### src/rtl/mult_pkg.sv
// mult_pkg: shared state encoding and default sizing for the sequential multiplier.
package mult_pkg;
    localparam int DEF_WIDTH = 16;
    localparam int DEF_CNT_W = 5;
    typedef enum logic [1:0] {
        IDLE = 2'b00,
        RUN  = 2'b01,
        DONE = 2'b10
    } state_t;
endpackage

### src/rtl/shift_add_datapath.sv
// shift_add_datapath: accumulator, shifting multiplicand and multiplier for shift-and-add.
module shift_add_datapath #(
    parameter int WIDTH = 16
) (
    input  logic               clk,
    input  logic               rst_n,
    input  logic               load_i,
    input  logic               step_i,
    input  logic [WIDTH-1:0]   a_i,
    input  logic [WIDTH-1:0]   b_i,
    output logic [2*WIDTH-1:0] acc_nxt_o
);
    logic [2*WIDTH-1:0] acc_q, acc_d, mcand_q, mcand_d;
    logic [WIDTH-1:0]   mplier_q, mplier_d;

    // acc_nxt_o includes the current step's add so the top can capture the final sum
    always_comb begin
        acc_nxt_o = mplier_q[0] ? acc_q + mcand_q : acc_q;
        acc_d     = load_i ? '0 : step_i ? acc_nxt_o : acc_q;
        mcand_d   = load_i ? {{WIDTH{1'b0}}, a_i} : step_i ? mcand_q << 1 : mcand_q;
        mplier_d  = load_i ? b_i : step_i ? mplier_q >> 1 : mplier_q;
    end

    always_ff @(posedge clk or negedge rst_n) begin
        if (!rst_n) begin
            acc_q    <= '0;
            mcand_q  <= '0;
            mplier_q <= '0;
        end else begin
            acc_q    <= acc_d;
            mcand_q  <= mcand_d;
            mplier_q <= mplier_d;
        end
    end
endmodule

### src/rtl/seq_multiplier.sv
// seq_multiplier: fixed-latency unsigned shift-and-add multiplier with a one-cycle done strobe.
module seq_multiplier
    import mult_pkg::*;
#(
    parameter int WIDTH = DEF_WIDTH,
    parameter int CNT_W = DEF_CNT_W
) (
    input  logic               clk,
    input  logic               rst_n,
    input  logic               start,
    input  logic [WIDTH-1:0]   a,
    input  logic [WIDTH-1:0]   b,
    output logic               busy,
    output logic               done,
    output logic [2*WIDTH-1:0] product
);
    state_t             state_q, state_d;
    logic [CNT_W-1:0]   count_q, count_d;
    logic [2*WIDTH-1:0] product_q, product_d, acc_nxt;
    logic               busy_q, done_q, load, step;

    shift_add_datapath #(.WIDTH(WIDTH)) u_dp (
        .clk       (clk),
        .rst_n     (rst_n),
        .load_i    (load),
        .step_i    (step),
        .a_i       (a),
        .b_i       (b),
        .acc_nxt_o (acc_nxt)
    );

    always_comb begin
        state_d   = state_q;
        count_d   = count_q;
        product_d = product_q;
        load      = 1'b0;
        step      = 1'b0;
        unique case (state_q)
            IDLE: begin
                load    = start;
                count_d = '0;
                state_d = start ? RUN : IDLE;
            end
            RUN: begin
                step    = 1'b1;
                count_d = count_q + CNT_W'(1);
                if (count_q == CNT_W'(WIDTH - 1)) begin
                    product_d = acc_nxt;
                    state_d   = DONE;
                end
            end
            DONE:    state_d = IDLE;
            default: state_d = IDLE;
        endcase
    end

    // Outputs come straight from flops so they stay stable through the clk-high phase
    always_ff @(posedge clk or negedge rst_n) begin
        if (!rst_n) begin
            state_q   <= IDLE;
            count_q   <= '0;
            product_q <= '0;
            busy_q    <= 1'b0;
            done_q    <= 1'b0;
        end else begin
            state_q   <= state_d;
            count_q   <= count_d;
            product_q <= product_d;
            busy_q    <= state_d != IDLE;
            done_q    <= state_d == DONE;
        end
    end

    assign busy    = busy_q;
    assign done    = done_q;
    assign product = product_q;
endmodule

### config.mk
export PLATFORM = sky130hd
export DESIGN_NAME = seq_multiplier
export DESIGN_NICKNAME = d
export VERILOG_FILES = /design/src/rtl/mult_pkg.sv /design/src/rtl/shift_add_datapath.sv /design/src/rtl/seq_multiplier.sv
export SDC_FILE = /design/constraint.sdc
export NUM_CORES = 1
export LEC_CHECK = 0
export ABC_AREA = 1
export CAP_MARGIN = 20
export CORE_MARGIN = 2
export CORE_UTILIZATION = 41
export DETAILED_ROUTE_END_ITERATION = 7
export HOLD_SLACK_MARGIN = 0.1
export PLACE_DENSITY_LB_ADDON = 0.2
export SLEW_MARGIN = 20
export SYNTH_ARGS = -nofsm -noshare
export SYNTH_HDL_FRONTEND = slang
export SYNTH_SLANG_ARGS = --single-unit
### constraint.sdc
create_clock -name clk -period 3.4 [get_ports clk]
set_input_delay 1.02 -clock clk [delete_from_list [all_inputs] [get_ports clk]]
set_output_delay 1.02 -clock clk [all_outputs]
set_load 0.005 [all_outputs]
## Yosys cells after proc, flatten, opt, wreduce, memory -nomap -nowiden

Index checks and enable logic that the tools add are counted.
W data, S select, Z words.

| operators by class | value |
|---|---|
| reductions and logical operators | 5 |
| muxes and demuxes | 13 |
| add/subtract/negate cells | 2 |
| equality and inequality tests | 3 |

Operators with widths:

| operator | count |
|---|---|
| $mux W32 | 5 |
| $add A32 B32 Y32 | 1 |
| $mux W16 | 2 |
| $pmux W5 S2 | 1 |
| $reduce_bool A2 Y1 | 3 |
| $add A5 B1 Y5 const B | 1 |
| $eq A5 B4 Y1 const B | 1 |
| $pmux W2 S2 | 1 |
| $mux W1 | 3 |
| $eq A2 B1 Y1 const B | 1 |
| $eq A2 B2 Y1 const B | 1 |
| $logic_not A2 Y1 | 1 |
| $mux W2 | 1 |
| $reduce_and A2 Y1 | 1 |

| storage, ports and cells | value |
|---|---|
| input bits | 35 |
| output and inout bits | 34 |
| bits in registers | 121 |
| word-level logic and storage cells | 31 |

## Depth between registers and ports, before layout

Gate-level depths: netlist of run 1.

| logic depth | value |
|---|---|
| depth in word-level cells | 4 |
| gate-level depth with buffers | 13 |
| gate-level depth less buffers | 13 |

## By module

From an unflattened synthesis of run 1, not the netlist that was laid out.

| second synthesis, totals | value |
|---|---|
| cells, all modules | 1088 |
| area, all modules | 7614.8 um^2 |

By module, submodules not included:

| module | area each (um^2) | times used | sequential area each (um^2) | cells each |
|---|---|---|---|---|
| shift_add_datapath | 5993.2 | 1 | 2001.9 | 909 |
| seq_multiplier | 1621.6 | 1 | 1026.0 | 179 |

## Worst setup path after synthesis of run 1

OpenSTA, ideal clock, no wires.

| timing path | value |
|---|---|
| path kind | register to register |
| start point | reg u_dp.mcand_q[0] |
| end point | reg product_q[8], in the netlist product[8] |
| arrival time | 1.804 ns |
| stages on the path, launching flop included | 10 |
| slack | 1.462 ns |
| required time | 3.266 ns |
| library setup time | 0.134 ns |
| period minus slack after synthesis | 1.938 ns |
| path buffers | 0 |
| path through | dfrtp_1 ha_1 fa_1 nand3_1 nand3_1 nand2_1 nand2_1 xor2_1 o21ai_0 o21ai_0 |

| on the way | value |
|---|---|
| longest elaborated chain between the ends | 2 |

RTL lines:

| item | line | text |
|---|---|---|
| from (decl) | shift_add_datapath.sv:13 | `logic [2*WIDTH-1:0] acc_q, acc_d, mcand_q, mcand_d;` |
| from (signal assigned) | shift_add_datapath.sv:31 | `mcand_q <= mcand_d;` |
| $add A32 B32 Y32 | shift_add_datapath.sv:18 | `acc_nxt_o = mplier_q[0] ? acc_q + mcand_q : acc_q;` |
| $mux W32 | shift_add_datapath.sv:18 |  |
| to (signal assigned) | seq_multiplier.sv:68 | `product_q <= product_d;` |
| to (decl) | seq_multiplier.sv:19 | `logic [2*WIDTH-1:0] product_q, product_d, acc_nxt;` |

No other way between the ends.
A chain may end at the register's enable or synchronous reset.

## Worst setup path after layout of run 1

| timing path | value |
|---|---|
| start point | in start |
| end point | reg u_dp.mcand_q[3] |

| on the way | value |
|---|---|
| longest elaborated chain between the ends | 2 |
| elaborated cells between the ends (all ways) | 3 |
| classes of those cells | 2 x mux; 1 x reduce/logical |

RTL lines:

| item | line | text |
|---|---|---|
| from (decl) | seq_multiplier.sv:10 | `input logic start,` |
| $mux W1 * | seq_multiplier.sv:38 | `unique case (state_q)` |
| $mux W32 / $reduce_bool A2 Y1 (equally long branches) | - |  |

Mark *: on every way between the ends. The rest lies on a longest branch, timed or not.

==> results of run 1 <==
-- per-stage QoR --
stage               utilization, %  area (um^2)  hold WS [ps]  std cells
floorplan                        -         7440           449       1051
global placement              46.5         8330           465       1324
detailed placement            46.5         8330           469       1324
CTS                           49.8         8920           484       1356
global route                  49.8         8920           500       1356
finish                        49.8         8920           474       1356
-- per-layer routing --
layer / vias to the layer above / global-route usage (%) / routed length [um]
met5: - / 0 / 0
met4: 0 / 6.22 / 258
li1: 3442 / - / -
met2: 137 / 32.5 / 8500
met3: 21 / 4.39 / 736
met1: 3066 / 29.2 / 9460
-- final cells by class --
type,count,share of cell area (%)
inverter,175,7.37
clock inverter,11,1.35
sequential,121,34.0
clock buffer,21,5.28
multi-input combinational,723,40.4
timing repair buffer,76,8.42
tap,229,3.21
-- sequential cells by signal, summed over array words and instances, names as in the netlist --
register	count
done	1
product	32
state_q	2
u_dp.mcand_q	32
u_dp.mplier_q	16
busy	1
u_dp.acc_q	32
count_q	5
-- tightest hold or removal path: stages, from the launching register on --
cell and delay (ps):
dfrtp_1 340, nand2_1 50, nand2_1 50
-- power by group --
| group | total, mW | internal (mW) | switching, mW |
|---|---|---|---|
| combinational | 5.48 | 2.09 | 3.39 |
| sequential | 2.50 | 2.09 | 0.404 |
| clock | 1.81 | 1.13 | 0.681 |
| total | 9.80 | 5.32 | 4.48 |
-- worst max-delay path by stage --
stage	startpoint	end	slack, ps	cells after the start
6_report	start	u_dp.mcand_q[3]$_DFFE_PN0P_	1010	6
2_1_floorplan	u_dp.mcand_q[0]$_DFFE_PN0P_	product[8]$_DFFE_PN0P_	1460	9
4_1_cts	u_dp.mcand_q[0]$_DFFE_PN0P_	u_dp.acc_q[20]$_DFFE_PN0P_	1000	12
3_5_place_dp	start	u_dp.mcand_q[3]$_DFFE_PN0P_	580	6
5_1_grt	u_dp.mcand_q[0]$_DFFE_PN0P_	u_dp.acc_q[20]$_DFFE_PN0P_	800	12
3_3_place_gp	start	u_dp.mcand_q[6]$_DFFE_PN0P_	580	6
-- placed cells by master, fill, tap and decap left out, drive strengths merged, types with 7 or more instances in the layout --
| cell type | synthesis | final |
|---|---|---|
| nand2 | 396 | 396 |
| inv | 175 | 176 |
| dfrtp | 121 | 121 |
| nand3 | 104 | 104 |
| clkdlybuf4s50 | 0 | 67 |
| nor2 | 41 | 41 |
| ha | 33 | 33 |
| o21ai | 27 | 27 |
| a21oi | 26 | 26 |
| o22ai | 25 | 25 |
| clkbuf | 14 | 21 |
| or2 | 17 | 17 |
| o221ai | 16 | 16 |
| xnor2 | 9 | 9 |
| buf | 18 | 9 |
| nor3 | 7 | 7 |
-- kinds of logic (layout without fill, tap and decap cells) --
family | Yosys count | count (layout) | share of synthesized area (%)
XOR/XNOR | 15 | 15 | 1.76
adder cells (fa/ha/maj) | 34 | 34 | 5.82
AND/OR/NAND/NOR | 569 | 569 | 31.8
buffers and inverters | 207 | 283 | 10.9
AO/OA/AOI/OAI | 105 | 105 | 9.04
flip-flops | 121 | 121 | 40.7
==> results.toml, run 1 <==
[final_layout]
drive_gt1_share_pct = 6.39
fillCellCount = 1821
syn_to_final_growth_pct = 19.8
diodes = 0
multi_input_area_um2 = 3600
num-nets-final = 1183
regArea_um2 = 3030

[synth]
synth_fp_nets = 1120
netlist_top_cells_area = "dfrtp_1 41%, nand2_1 20%, inv_1 8.6%, nand3_1 6.9%, ha_1 5.5%"
yosysTopAreaCell = "dfrtp_1"
synth_edf_count = 0
ys_async_sr_fraction_pct = 100
synth.cell_area_um2 = 7440
yosys_warnings = 0
synth.most_common_cell = "nand2_1"
yosysUniqueCellTypes = 35
syn_inst = 1051
ys.flop_type = "dfrtp_1"
netlist_top_cells_count = "393 x nand2_1, 171 x inv_1, 121 x dfrtp_1, 103 x nand3_1, 38 x nor2_1"
synth.avg_cell_area_um2 = 7.08
ys_seq_elements = 121
synth_top_area_share_pct = 40.7
ys_seq_area_share_pct = 40.7

[floorplanning]
die_h_um = 139
die_area_um2 = 19300
core_area_um2 = 17900
initial_core_util_pct = 41.6
placementRows = 49
die_x_um = 139
io_pins = 69

[job]
drv_cap = 0

[min_path]
hold_path_class = "reg2reg"
min_path_cells = 2
hold_end = "product[31]$_DFFE_PN0P_"
min_from = "product[31]$_DFFE_PN0P_"

[timing]
rsz0062_at_grt = "false"
worst_slack_ps = 1010
fin_crit_sh_pct = 70.3
worstMarginPinSlew_ps = 922
max_freq_mhz = 418
final.setup.tns_ps = 0
min_period_ps = 2390
hold_violations = 0
slew_headroom_pct = 38.4
setup_viol = 0
finClkSkew_ps = 9.02
drv_slew = 0

[setup_path]
reg2reg_to = "u_dp.acc_q[16]$_DFFE_PN0P_"
startpoint_type = "primary input"
max_stage_delay_ps = 690
path_cells = "clkdlybuf4s50_1, nand2_1, inv_2, nor2_8, inv_2, o221ai_1"
r2r_start = "u_dp.mcand_q[0]$_DFFE_PN0P_"
rr_worst_depth = 12
critPathMaxFanout = 48
worstSetupPathType = "in2reg"
cp_slowest_cell = "inv_2"
crit_path_frequent_cell = "inv_2"
ff2ff_setup_slack_ps = 1020
cp.arrival_ps = 2640
critPathRequiredTime_ps = 3650
path_delay_family = "buffers and inverters"
cp_num_buf_inv = 3
endpoint_kind = "register"

[clocking]
clkTransAtPathRegs_ps = 60
ctsLongestPathBuffers = 2
cts_htree_levels = 4
worstSkewPairLatency_ps = 430
post_cts_resized = 0
hold_buffers = 0
cts_tree = "yes"
post_cts_buffers = 0
numCtsBuffers = 17
root_buffer = "clkbuf_16"
clkSinkCount = 121

[route]
wirelength_mm = 19.0
dr.pass1.iters = 5
viasPerCell = 4.92
drc = 0
via_count = 6666
wl_per_cell_um = 14.0
first_iter_violations = 396
drtAntennaViolNets = 0

[grt]
grt_usage_pct = 20.8
grt_max_degree = 49
grt_overflow_total = 0
grt_pass1_wl_mm = 32.5
grt_pass1_vias = 6577
antenna_found_initial = 0

[placed_design]
dp_hpwl_mm = 13.4
dpl_worst_slack_ps = 576
io_buffer_count = 68
place_congestion = 0.884

[power]
power_density_nw_per_um2 = 1100
power_mw = 9.80
leakage_nw = 4.74
ir_worst_vdd_v = 0.000564

[run_status]
status = "completed"
No activity file was read; power rests on OpenSTA's default activity.
==> inputs of run 2 (changes only) <==
- clock period: 3.4 -> 2.4 ns (I/O delays scaled with it)
==> run 2 against run 1 <==
Combinational power is 44% higher; sequential power rose by 42%; via count increased by 0.35%; worst setup slack got worse by 800 ps; sequential share of layout area shrank 0.35 points.
==> results.toml, run 2 (synthesized netlist as in run 1, its figures left out) <==
[timing]
hold_violations = 0
fin_crit_sh_pct = 91.1
setup_viol = 0
final.setup.tns_ps = 0
hold_ws_ps = 251
max_freq_mhz = 458
rsz0062_at_grt = "false"
slew_headroom_pct = 52.1
finClkSkew_ps = 9.72
min_period_ps = 2190
drv_slew = 0
worstMarginPinSlew_ps = 718

[route]
drc = 0
wirelength_mm = 19.2
dr.pass1.iters = 5
drtAntennaViolNets = 0
first_iter_violations = 363
via_count = 6689
viasPerCell = 4.92
wl_per_cell_um = 14.1

[floorplanning]
placementRows = 49
die_area_um2 = 19300
initial_core_util_pct = 41.6
die_x_um = 139
die_h_um = 139
io_pins = 69
core_area_um2 = 17900

[clocking]
hold_buffers = 0
clkTransAtPathRegs_ps = 60
cts_tree = "yes"
worstSkewPairLatency_ps = 430
ctsLongestPathBuffers = 2
clkSinkCount = 121
cts_htree_levels = 4
numCtsBuffers = 17
root_buffer = "clkbuf_16"

[setup_path]
critPathRequiredTime_ps = 2700
max_stage_delay_ps = 390
reg2reg_to = "u_dp.acc_q[20]$_DFFE_PN0P_"
rr_worst_depth = 12
critPathMaxFanout = 5
r2r_start = "u_dp.mcand_q[0]$_DFFE_PN0P_"
crit_path_frequent_cell = "nand3_1"
cp_num_buf_inv = 0
ff2ff_setup_slack_ps = 210
path_cells = "ha_1, fa_2, nand3_1, nand3_1, nand3_1, nand3_1, nand2_1, nand2_1, nand2_1, nand3_1, nand3_1, o21ai_0"
path_delay_family = "simple AND/OR/NAND/NOR gates"
cp.arrival_ps = 2490
startpoint_type = "register"
cp_slowest_cell = "fa_2"
endpoint_kind = "register"
worstSetupPathType = "reg2reg"

[grt]
grt_pass1_wl_mm = 32.2
grt_pass1_vias = 6333
grt_overflow_total = 0
antenna_found_initial = 0
grt_usage_pct = 20.7
grt_max_degree = 49

[final_layout]
num-nets-final = 1186
fillCellCount = 1773
diodes = 0
final_common_cell = "nand2_1"
drive_gt1_share_pct = 6.81
syn_to_final_growth_pct = 21.0
final_cell_mix = "393 x nand2_1, 171 x inv_1, 121 x dfrtp_1"

[power]
power_density_nw_per_um2 = 1570
ir_worst_vdd_v = 0.000737
leakage_nw = 4.79

[job]
drv_cap = 0

[placed_design]
dp_hpwl_mm = 13.7
io_buffer_count = 68
place_congestion = 0.879

[run_status]
status = "completed"

[min_path]
hold_path_class = "in2async"
-- run 2: cell types whose count changed in the layout (fill, tap and decap cells not counted), sizes merged --
| cell | delta |
|---|---|
| bufinv | +1 |
| buf | +3 |
| inv | +2 |
| clkinvlp | -1 |
| clkbuf | -2 |
-- run 2: final cells by class --
class | count | area [um^2] | share of cell area (%)
clock buffers | 19 | 453 | 5.03
well taps | 229 | 287 | 3.18
multi-input cells | 723 | 3610 | 40.0
inverters | 175 | 657 | 7.29
flip-flops and latches | 121 | 3030 | 33.6
clock inverters | 13 | 168 | 1.86
repair buffers | 79 | 811 | 9.00
-- run 2: through the flow --
stage	setup WS (ps)	instances	util [%]	total power [mW]	area (um^2)
2_1_floorplan	462	1051	-	9.12	7440
3_3_place_gp	208	1327	46.8	11.3	8390
3_5_place_dp	145	1327	46.8	11.4	8390
4_1_cts	136	1359	50.3	14.2	9010
5_1_grt	53.6	1359	50.3	15.4	9010
6_report	214	1359	50.3	14.1	9010
-- run 2: where the power goes --
group,internal (mW),switching [mW]
Sequential,2.97,0.586
Combinational,3.04,4.83
Clock,1.70,1.00
Total,7.70,6.42
-- run 2: worst max-delay path by stage --
stage | from | endpoint | slack [ps] | cells after the start
floorplan | u_dp.mcand_q[0]$_DFFE_PN0P_ | product[8]$_DFFE_PN0P_ | 460 | 9
global placement | u_dp.mcand_q[0]$_DFFE_PN0P_ | u_dp.acc_q[20]$_DFFE_PN0P_ | 210 | 12
detailed placement | u_dp.mcand_q[0]$_DFFE_PN0P_ | u_dp.acc_q[20]$_DFFE_PN0P_ | 140 | 12
CTS | u_dp.mcand_q[0]$_DFFE_PN0P_ | u_dp.acc_q[20]$_DFFE_PN0P_ | 140 | 12
global route | u_dp.mcand_q[0]$_DFFE_PN0P_ | u_dp.acc_q[16]$_DFFE_PN0P_ | 50 | 12
finish | u_dp.mcand_q[0]$_DFFE_PN0P_ | u_dp.acc_q[20]$_DFFE_PN0P_ | 210 | 12
-- run 2: timing repair --
item,in CTS,in global routing
gates resized for setup,0,1
buffers inserted,0,0
endpoints found under the setup margin,0,3
-- run 2: layer usage --
| layer | part of all wire, % | vias up | track usage, % | wire (um) |
|---|---|---|---|---|
| met5 | 0 | - | 0 | 0 |
| met1 | 51 | 3093 | 29.8 | 9700 |
| met3 | 3.9 | 15 | 3.66 | 739 |
| met2 | 45 | 137 | 32.4 | 8550 |
| met4 | 1.0 | 0 | 5.42 | 199 |
| li1 | - | 3444 | - | - |
